$ cat config.mk
export PLATFORM = sky130hd
export DESIGN_NAME = htd_rr_arb_flat
export DESIGN_NICKNAME = d
export VERILOG_FILES = /design/src/rtl/htd_rr_arb_if.sv /design/src/rtl/htd_rr_arb.sv /design/src/flat_wrapper.sv
export SDC_FILE = /design/constraint.sdc
export NUM_CORES = 1
export LEC_CHECK = 0
export CORE_MARGIN = 3
export CORE_UTILIZATION = 47
export DETAILED_ROUTE_END_ITERATION = 10
export PLACE_DENSITY = 0.95
export SETUP_SLACK_MARGIN = 0.5
export SYNTH_ARGS = -nofsm -noshare
export SYNTH_HDL_FRONTEND = slang
export SYNTH_SLANG_ARGS = --single-unit
$ cat constraint.sdc
create_clock -name i_clk -period 3.1 [get_ports i_clk]
set_input_delay 0.31 -clock i_clk [delete_from_list [all_inputs] [get_ports i_clk]]
set_output_delay 0.31 -clock i_clk [all_outputs]
set_load 0.03 [all_outputs]
$ cat src/rtl/htd_rr_arb_if.sv
// Requester-side bundle for htd_rr_arb: per-requester request/data/strobe in,
// shared grant, forwarded word and status pulses out.
interface htd_rr_arb_if #(
    parameter int unsigned DATA_WIDTH = 8,
    parameter int unsigned NUM_REQ    = 4
);
    logic [NUM_REQ-1:0]            iv_req;
    logic [NUM_REQ*DATA_WIDTH-1:0] iv_data;
    logic [NUM_REQ-1:0]            iv_data_wr;
    logic [NUM_REQ-1:0]            ov_gnt;
    logic [DATA_WIDTH-1:0]         ov_data;
    logic                          o_data_wr;
    logic                          o_timeout;
    logic                          o_err;
    logic                          o_trunc;

    modport slave (
        input  iv_req, iv_data, iv_data_wr,
        output ov_gnt, ov_data, o_data_wr, o_timeout, o_err, o_trunc
    );

    modport master (
        output iv_req, iv_data, iv_data_wr,
        input  ov_gnt, ov_data, o_data_wr, o_timeout, o_err, o_trunc
    );
endinterface

$ cat src/rtl/htd_rr_arb.sv
// Round-robin frame arbiter feeding one htd framing stage, with a forced idle
// gap after every frame. Define HTD_ARB_MAXLEN_EN to cap frames at MAX_LEN words.
module htd_rr_arb #(
    parameter int unsigned DATA_WIDTH = 8,
    parameter int unsigned NUM_REQ    = 4,
    parameter int unsigned TIMEOUT    = 16,
    parameter int unsigned GAP_CYCLES = 2,
    parameter int unsigned MAX_LEN    = 64
) (
    input logic        i_clk,
    input logic        i_rst,
    htd_rr_arb_if.slave bus
);

    localparam int unsigned IDX_W  = (NUM_REQ > 1) ? $clog2(NUM_REQ) : 1;
    localparam int unsigned WAIT_W = (TIMEOUT > 1) ? $clog2(TIMEOUT) : 1;
    localparam int unsigned GAP_W  = (GAP_CYCLES > 1) ? $clog2(GAP_CYCLES) : 1;

    if (NUM_REQ < 2 || NUM_REQ > 8 || TIMEOUT < 2 || GAP_CYCLES < 1 || MAX_LEN < 1) begin : g_bad_params
        $error("htd_rr_arb: parameter out of range");
    end

    typedef enum logic [1:0] {IDLE, GRANT, XFER, GAP} state_t;

    state_t            state;
    logic [IDX_W-1:0]  last;
    logic [IDX_W-1:0]  owner;
    logic [WAIT_W-1:0] wait_cnt;
    logic [GAP_W-1:0]  gap_cnt;

`ifdef HTD_ARB_MAXLEN_EN
    localparam int unsigned CNT_W = $clog2(MAX_LEN + 1);
    logic [CNT_W-1:0]  word_cnt;
`endif

    logic [IDX_W-1:0]      pick;
    logic                  pick_valid;
    logic                  gnt_wr;
    logic                  gnt_req;
    logic                  stray_wr;
    logic [DATA_WIDTH-1:0] gnt_data;

    function automatic logic [IDX_W-1:0] wrap_idx(input logic [IDX_W-1:0] base, input int unsigned off);
        return IDX_W'((32'(base) + off) % NUM_REQ);
    endfunction

    // Search starts just past the last winner, so the most recent winner is tried last.
    always_comb begin
        pick       = '0;
        pick_valid = 1'b0;
        for (int unsigned i = 1; i <= NUM_REQ; i++) begin
            if (!pick_valid && bus.iv_req[wrap_idx(last, i)]) begin
                pick_valid = 1'b1;
                pick       = wrap_idx(last, i);
            end
        end
    end

    assign gnt_wr   = |(bus.iv_data_wr & bus.ov_gnt);
    assign gnt_req  = |(bus.iv_req & bus.ov_gnt);
    assign stray_wr = |(bus.iv_data_wr & ~bus.ov_gnt);
    assign gnt_data = bus.iv_data[32'(owner)*DATA_WIDTH +: DATA_WIDTH];

`ifndef HTD_ARB_MAXLEN_EN
    assign bus.o_trunc = 1'b0;
`endif

    always_ff @(posedge i_clk) begin
        if (i_rst) begin
            state         <= IDLE;
            last          <= IDX_W'(NUM_REQ - 1);
            owner         <= '0;
            wait_cnt      <= '0;
            gap_cnt       <= '0;
            bus.ov_gnt    <= '0;
            bus.ov_data   <= '0;
            bus.o_data_wr <= 1'b0;
            bus.o_timeout <= 1'b0;
            bus.o_err     <= 1'b0;
`ifdef HTD_ARB_MAXLEN_EN
            bus.o_trunc   <= 1'b0;
            word_cnt      <= '0;
`endif
        end else begin
            bus.o_err     <= stray_wr;
            bus.o_timeout <= 1'b0;
            bus.o_data_wr <= 1'b0;
`ifdef HTD_ARB_MAXLEN_EN
            bus.o_trunc   <= 1'b0;
`endif
            case (state)
                IDLE: begin
                    if (pick_valid) begin
                        bus.ov_gnt <= NUM_REQ'(1) << pick;
                        owner      <= pick;
                        last       <= pick;
                        wait_cnt   <= '0;
                        state      <= GRANT;
                    end
                end
                GRANT: begin
                    if (gnt_wr) begin
                        bus.ov_data   <= gnt_data;
                        bus.o_data_wr <= 1'b1;
                        state         <= XFER;
`ifdef HTD_ARB_MAXLEN_EN
                        word_cnt      <= CNT_W'(1);
`endif
                    end else if (!gnt_req) begin
                        bus.ov_gnt <= '0;
                        state      <= IDLE;
                    end else if (wait_cnt == WAIT_W'(TIMEOUT - 1)) begin
                        bus.ov_gnt    <= '0;
                        bus.o_timeout <= 1'b1;
                        state         <= IDLE;
                    end else begin
                        wait_cnt <= wait_cnt + 1'b1;
                    end
                end
                XFER: begin
                    if (gnt_wr) begin
`ifdef HTD_ARB_MAXLEN_EN
                        if (word_cnt == CNT_W'(MAX_LEN)) begin
                            bus.ov_gnt  <= '0;
                            bus.o_trunc <= 1'b1;
                            gap_cnt     <= '0;
                            state       <= GAP;
                        end else begin
                            bus.ov_data   <= gnt_data;
                            bus.o_data_wr <= 1'b1;
                            word_cnt      <= word_cnt + 1'b1;
                        end
`else
                        bus.ov_data   <= gnt_data;
                        bus.o_data_wr <= 1'b1;
`endif
                    end else begin
                        bus.ov_gnt <= '0;
                        gap_cnt    <= '0;
                        state      <= GAP;
                    end
                end
                GAP: begin
                    if (gap_cnt == GAP_W'(GAP_CYCLES - 1)) begin
                        state <= IDLE;
                    end else begin
                        gap_cnt <= gap_cnt + 1'b1;
                    end
                end
                default: state <= IDLE;
            endcase
        end
    end

endmodule
$ cat src/flat_wrapper.sv
// flat-port wrapper written by rule: the top's interface ports become plain ports
module htd_rr_arb_flat 
#(
    parameter int unsigned DATA_WIDTH = 8,
    parameter int unsigned NUM_REQ    = 4,
    parameter int unsigned TIMEOUT    = 16,
    parameter int unsigned GAP_CYCLES = 2,
    parameter int unsigned MAX_LEN    = 64
)
  (i_clk, i_rst, bus_iv_req, bus_iv_data, bus_iv_data_wr, bus_ov_gnt, bus_ov_data, bus_o_data_wr, bus_o_timeout, bus_o_err, bus_o_trunc);
  htd_rr_arb_if #(.DATA_WIDTH(DATA_WIDTH), .NUM_REQ(NUM_REQ)) bus_i ();
  input logic i_clk;
  input logic i_rst;
  input wire logic [$bits(bus_i.iv_req)-1:0] bus_iv_req;
  input wire logic [$bits(bus_i.iv_data)-1:0] bus_iv_data;
  input wire logic [$bits(bus_i.iv_data_wr)-1:0] bus_iv_data_wr;
  output wire logic [$bits(bus_i.ov_gnt)-1:0] bus_ov_gnt;
  output wire logic [$bits(bus_i.ov_data)-1:0] bus_ov_data;
  output wire logic [$bits(bus_i.o_data_wr)-1:0] bus_o_data_wr;
  output wire logic [$bits(bus_i.o_timeout)-1:0] bus_o_timeout;
  output wire logic [$bits(bus_i.o_err)-1:0] bus_o_err;
  output wire logic [$bits(bus_i.o_trunc)-1:0] bus_o_trunc;
  assign bus_i.iv_req = bus_iv_req;
  assign bus_i.iv_data = bus_iv_data;
  assign bus_i.iv_data_wr = bus_iv_data_wr;
  assign bus_ov_gnt = bus_i.ov_gnt;
  assign bus_ov_data = bus_i.ov_data;
  assign bus_o_data_wr = bus_i.o_data_wr;
  assign bus_o_timeout = bus_i.o_timeout;
  assign bus_o_err = bus_i.o_err;
  assign bus_o_trunc = bus_i.o_trunc;
  htd_rr_arb #(.DATA_WIDTH(DATA_WIDTH), .NUM_REQ(NUM_REQ), .TIMEOUT(TIMEOUT), .GAP_CYCLES(GAP_CYCLES), .MAX_LEN(MAX_LEN)) u_core (.i_clk(i_clk), .i_rst(i_rst), .bus(bus_i));
endmodule
==> flow_results.org <==
** Status
- Result of the run :: complete, no violations

** Power
- Leak pwr :: 0.742 nW
- Power spread over the standard cell area amounts to 412 mW/mm2.
- VDD sags by at most 0.301 mV.

** Yosys
- Post-synthesis instance total :: 167
- After synthesis, the netlist uses 40 different library cells.
- Synthesis-stage register bit count :: 26
- After synthesis, the largest family of logic cells by area is simple AND/OR/NAND/NOR gates.
- Area fraction in and, or, nand and nor cells after synthesis :: 22.4%
- Cell area after synthesis :: 0.00149 mm2
- During synthesis, Yosys emitted a total of 0 warnings.
- Sequential cells were found to cover 34.9% of the synthesized design area.
- Synthesis produced a netlist with a net count of 215.
- Syn avg cell area :: 8.92 um2
- Fraction of synthesized area in multiplexers :: 17.2%
- Complex-gate fraction of the synthesized area :: 15.7%
- Xor-xnor portion of the synthesized cell area :: 0%
- The synthesized netlist devotes 5.04% of its cell area to adder and majority cells.

** Setup path
- Walking the worst path, the cells encountered are clkdlybuf4s50_1, nor4_1, a21oi_1, nand3_1, mux2_2.
- Worst reg2reg path endpoint :: u_core.wait_cnt[0]
- Cell count along the critical path :: 5
- Along the worst path, the maximum fanout reaches 5.
- Critical Setup Path Class :: in -> reg
- Among cell families on the critical path, the largest total delay comes from simple AND/OR/NAND/NOR gates.
- Maximum cell stage delay along the critical path :: 0.60 ns
- CP startpoint kind :: input port
- Required time worst endpoint :: 3.32 ns
- CP bufs+invs :: 1
- CP startpoint :: bus_iv_req[1]
- The worst register-to-register path has a depth of 6.
- Critical path's slowest cell :: nor4_1
- The setup check on the worst reg-to-reg path leaves a slack of 1.28 ns.
- STA puts the critical path data arrival time at 2.16 ns.
- STA classifies the critical path endpoint as a flip-flop.

** Route
- First-pass detailed-route iteration total :: 5
- Detailed routing inserted a total of 1,450 vias.
- Average wire per standard cell :: 16.2 um
- Antenna-violating nets left :: 0
- After the first detailed-routing iteration, the DRC count stood at 122.
- For this run, design rule violations remaining after detail routing come to 0.
- The final layout contains routed wiring with a total length of 4220 um.
- After detailed routing, the number of vias per cell comes to 5.58.

** Clocking
- Clock root cell :: clkbuf_4
- No sink is reached through more buffers than the 2 on the longest clock path.
- CTS hold repair buffers :: 0
- The clock drives 26 sinks.
- The number of gates resized after CTS was 0.
- Post-CTS repair timing setup buffer count :: 0
- TritonCTS clock tree :: yes
- Clock-pin slew was measured on the worst setup and hold paths at 0.13 ns.
- Insertion delay to the later sink of the worst-skew pair :: 0.32 ns
- H-Tree Depth :: 1
- Clock buffer count from CTS :: 3

** Place
- Number of placed instances with taps included :: 257
- At the end of routability-driven placement, the weighted congestion stood at 0.877.
- HPWL after detailed placement :: 3240 um
- Port Buf Inserts :: 56

** Floorplanning
- The die covers 0.00388 mm2.
- Vert. Die Dim :: 62.3 um
- Row count :: 19
- Starting density of the core :: 51.8%
- Die boundary width :: 62.3 um
- The region available for standard cell placement spans 0.00288 mm2.
- Number of I/O pins :: 58

** Timing
- Setup repair after global routing missed its margin :: no
- The number of pins exceeding their max-slew limit in the final report came to 0.
- Measured slew at the worst slew-check pin :: 0.598 ns
- Between clock sinks in the finished design, the worst skew comes to 0.00569 ns.
- The worst pin sits at a relative slew slack of 59.7%.
- Setup violations remaining at the end of the flow were counted as 0.
- Highest clock frequency the design can meet :: 0.517 GHz
- For the final routed database, the setup TNS stands at 0 ns.
- Worst hold slack :: 0.471 ns
- After layout, the worst path uses 62.4% of the clock period.
- After layout, the minimum clock period comes to 1.93 ns.
- Hold violation count in the final report :: 0

** GRT
- Remaining global-route overflow :: 0
- Number of antenna violations at the first check in global routing :: 0
- Overall Global Routing Usage :: 21.8%
- The via count of the first global-routing pass was 1,386.
- Entering global routing, the biggest net connects 17 pins.
- Wire length of the first global-routing pass :: 6880 um

** Min path
- Class of the most critical hold timing path :: reg -> reg
- The worst hold path was traced through 2 stages.
- Launch instance of the worst min-delay path :: u_core.bus.ov_data[5]
- Sink of the worst hold path :: u_core.bus.ov_data[5]

** Final layout
- In the final design database the tool counted 268 nets.
- Fraction of layout cells with a size suffix above 1 :: 8.26%
- Area added between synthesis and finish :: 40.0%
- Layout Cells excl Fill :: 260
- The number of antenna diodes in the final layout is 0.

** Job
- Number of maximum-capacitance violations :: 0
[cell families after synthesis]
kind of cell,after synthesis
flip-flops,26
AND/OR/NAND/NOR,68
adder cells (fa/ha/maj),6
AO/OA/AOI/OAI,37
buffers and inverters,14
other,1
multiplexers,15
[cell usage in the layout (no fill, tap or decap), types with 4 or more instances in the layout]
| cell | count |
|---|---|
| a21oi_1 | 16 |
| clkdlybuf4s50_1 | 56 |
| dfxtp_1 | 26 |
| ha_1 | 6 |
| inv_1 | 5 |
| mux2i_1 | 5 |
| mux4_2 | 8 |
| nand2_1 | 24 |
| nand2b_1 | 10 |
| nand3_1 | 5 |
| nor2_1 | 11 |
| nor3_1 | 4 |
[worst register-to-register path, cell delays in order (launching register included)]
cell and delay, ns:
dfxtp_1 0.37, inv_1 0.11, ha_1 0.35, o211ai_2 0.19, or2_1 0.36, mux2_4 0.34
nor2_2 0.07
[through the flow]
step,setup WS [ns],utilization [%],cell area [um2],total power [mW]
2_1_floorplan,1.46,-,1490,0.604
3_3_place_gp,1.01,71.7,2060,0.714
3_5_place_dp,0.896,71.7,2060,0.724
4_1_cts,1.23,72.5,2090,0.865
5_1_grt,1.14,72.5,2090,0.907
6_report,1.17,72.5,2090,0.859
[metal layers]
metal / global-route usage (%) / vias up / part of all wire, %
met5: 0 / - / 0
met4: 4.96 / 0 / 1.3
met3: 6.13 / 8 / 5.3
met2: 36.8 / 44 / 50
met1: 27.8 / 696 / 43
li1: - / 702 / -
[cells in the mapped netlist]
| library cell | instances | area, um2 |
|---|---|---|
| a21o_1 | 1 | 7.51 |
| a21oi_1 | 16 | 80.1 |
| a22o_1 | 2 | 17.5 |
| a22oi_1 | 3 | 22.5 |
| a311oi_1 | 3 | 26.3 |
| a31oi_1 | 3 | 18.8 |
| and2_1 | 1 | 6.26 |
| and2b_1 | 1 | 7.51 |
| buf_2 | 2 | 10.0 |
| buf_4 | 1 | 7.51 |
| buf_6 | 1 | 11.3 |
| clkbuf_1 | 5 | 18.8 |
| conb_1 | 1 | 3.75 |
| dfxtp_1 | 26 | 521 |
| ha_1 | 6 | 75.1 |
| inv_1 | 5 | 18.8 |
| mux2_2 | 1 | 11.3 |
| mux2_4 | 1 | 15.0 |
| mux2i_1 | 5 | 50.1 |
| mux4_2 | 8 | 180 |
| nand2_1 | 24 | 90.1 |
| nand2_2 | 1 | 6.26 |
| nand2b_1 | 10 | 62.6 |
| nand3_1 | 5 | 25.0 |
| nand3b_1 | 2 | 15.0 |
| nand4_1 | 1 | 6.26 |
| nor2_1 | 11 | 41.3 |
| nor2_2 | 1 | 6.26 |
| nor2b_1 | 2 | 12.5 |
| nor3_1 | 4 | 20.0 |
| nor3b_1 | 1 | 7.51 |
| nor4_1 | 2 | 12.5 |
| o211ai_1 | 1 | 7.51 |
| o211ai_2 | 1 | 12.5 |
| o21ai_0 | 3 | 15.0 |
| o21ai_1 | 2 | 10.0 |
| o21bai_1 | 1 | 7.51 |
| o221ai_1 | 1 | 8.76 |
| or2_1 | 1 | 6.26 |
| or2b_2 | 1 | 8.76 |
[area by class of cell]
cell class                      count  area, um2
Clock buffer                        3       22.5
Timing Repair Buffer               57        568
Tap cell                           42       52.6
Inverter                            5       18.8
Sequential cell                    26        520
Multi-Input combinational cell    127        903
Fill cell                         205        791
[flip-flops by register name, summed over array words and instances, names as in the netlist, named ones only]
signal and flops:
u_core.bus.o_timeout 1, u_core.bus.ov_data 8, u_core.owner 2, u_core.bus.o_data_wr 1, u_core.bus.o_err 1, u_core.bus.ov_gnt 4, u_core.gap_cnt 1, u_core.state 1
u_core.last 2, u_core.wait_cnt 4
[how the worst max path moves through the flow]
stage | to | slack (ns)
2_1_floorplan | u_core.wait_cnt[0] | 1.46
3_3_place_gp | u_core.bus.ov_gnt[2] | 1.01
3_5_place_dp | u_core.bus.ov_gnt[2] | 0.90
4_1_cts | u_core.bus.ov_gnt[2] | 1.23
5_1_grt | u_core.bus.ov_gnt[2] | 1.14
6_report | u_core.bus.ov_gnt[2] | 1.17
[report_power, final]
group,switching (mW),total [mW],internal [mW]
clock,0.0933,0.139,0.0455
combinational,0.151,0.317,0.166
sequential,0.0410,0.403,0.362
total,0.286,0.859,0.573
Power figures use the tool's default switching activity.
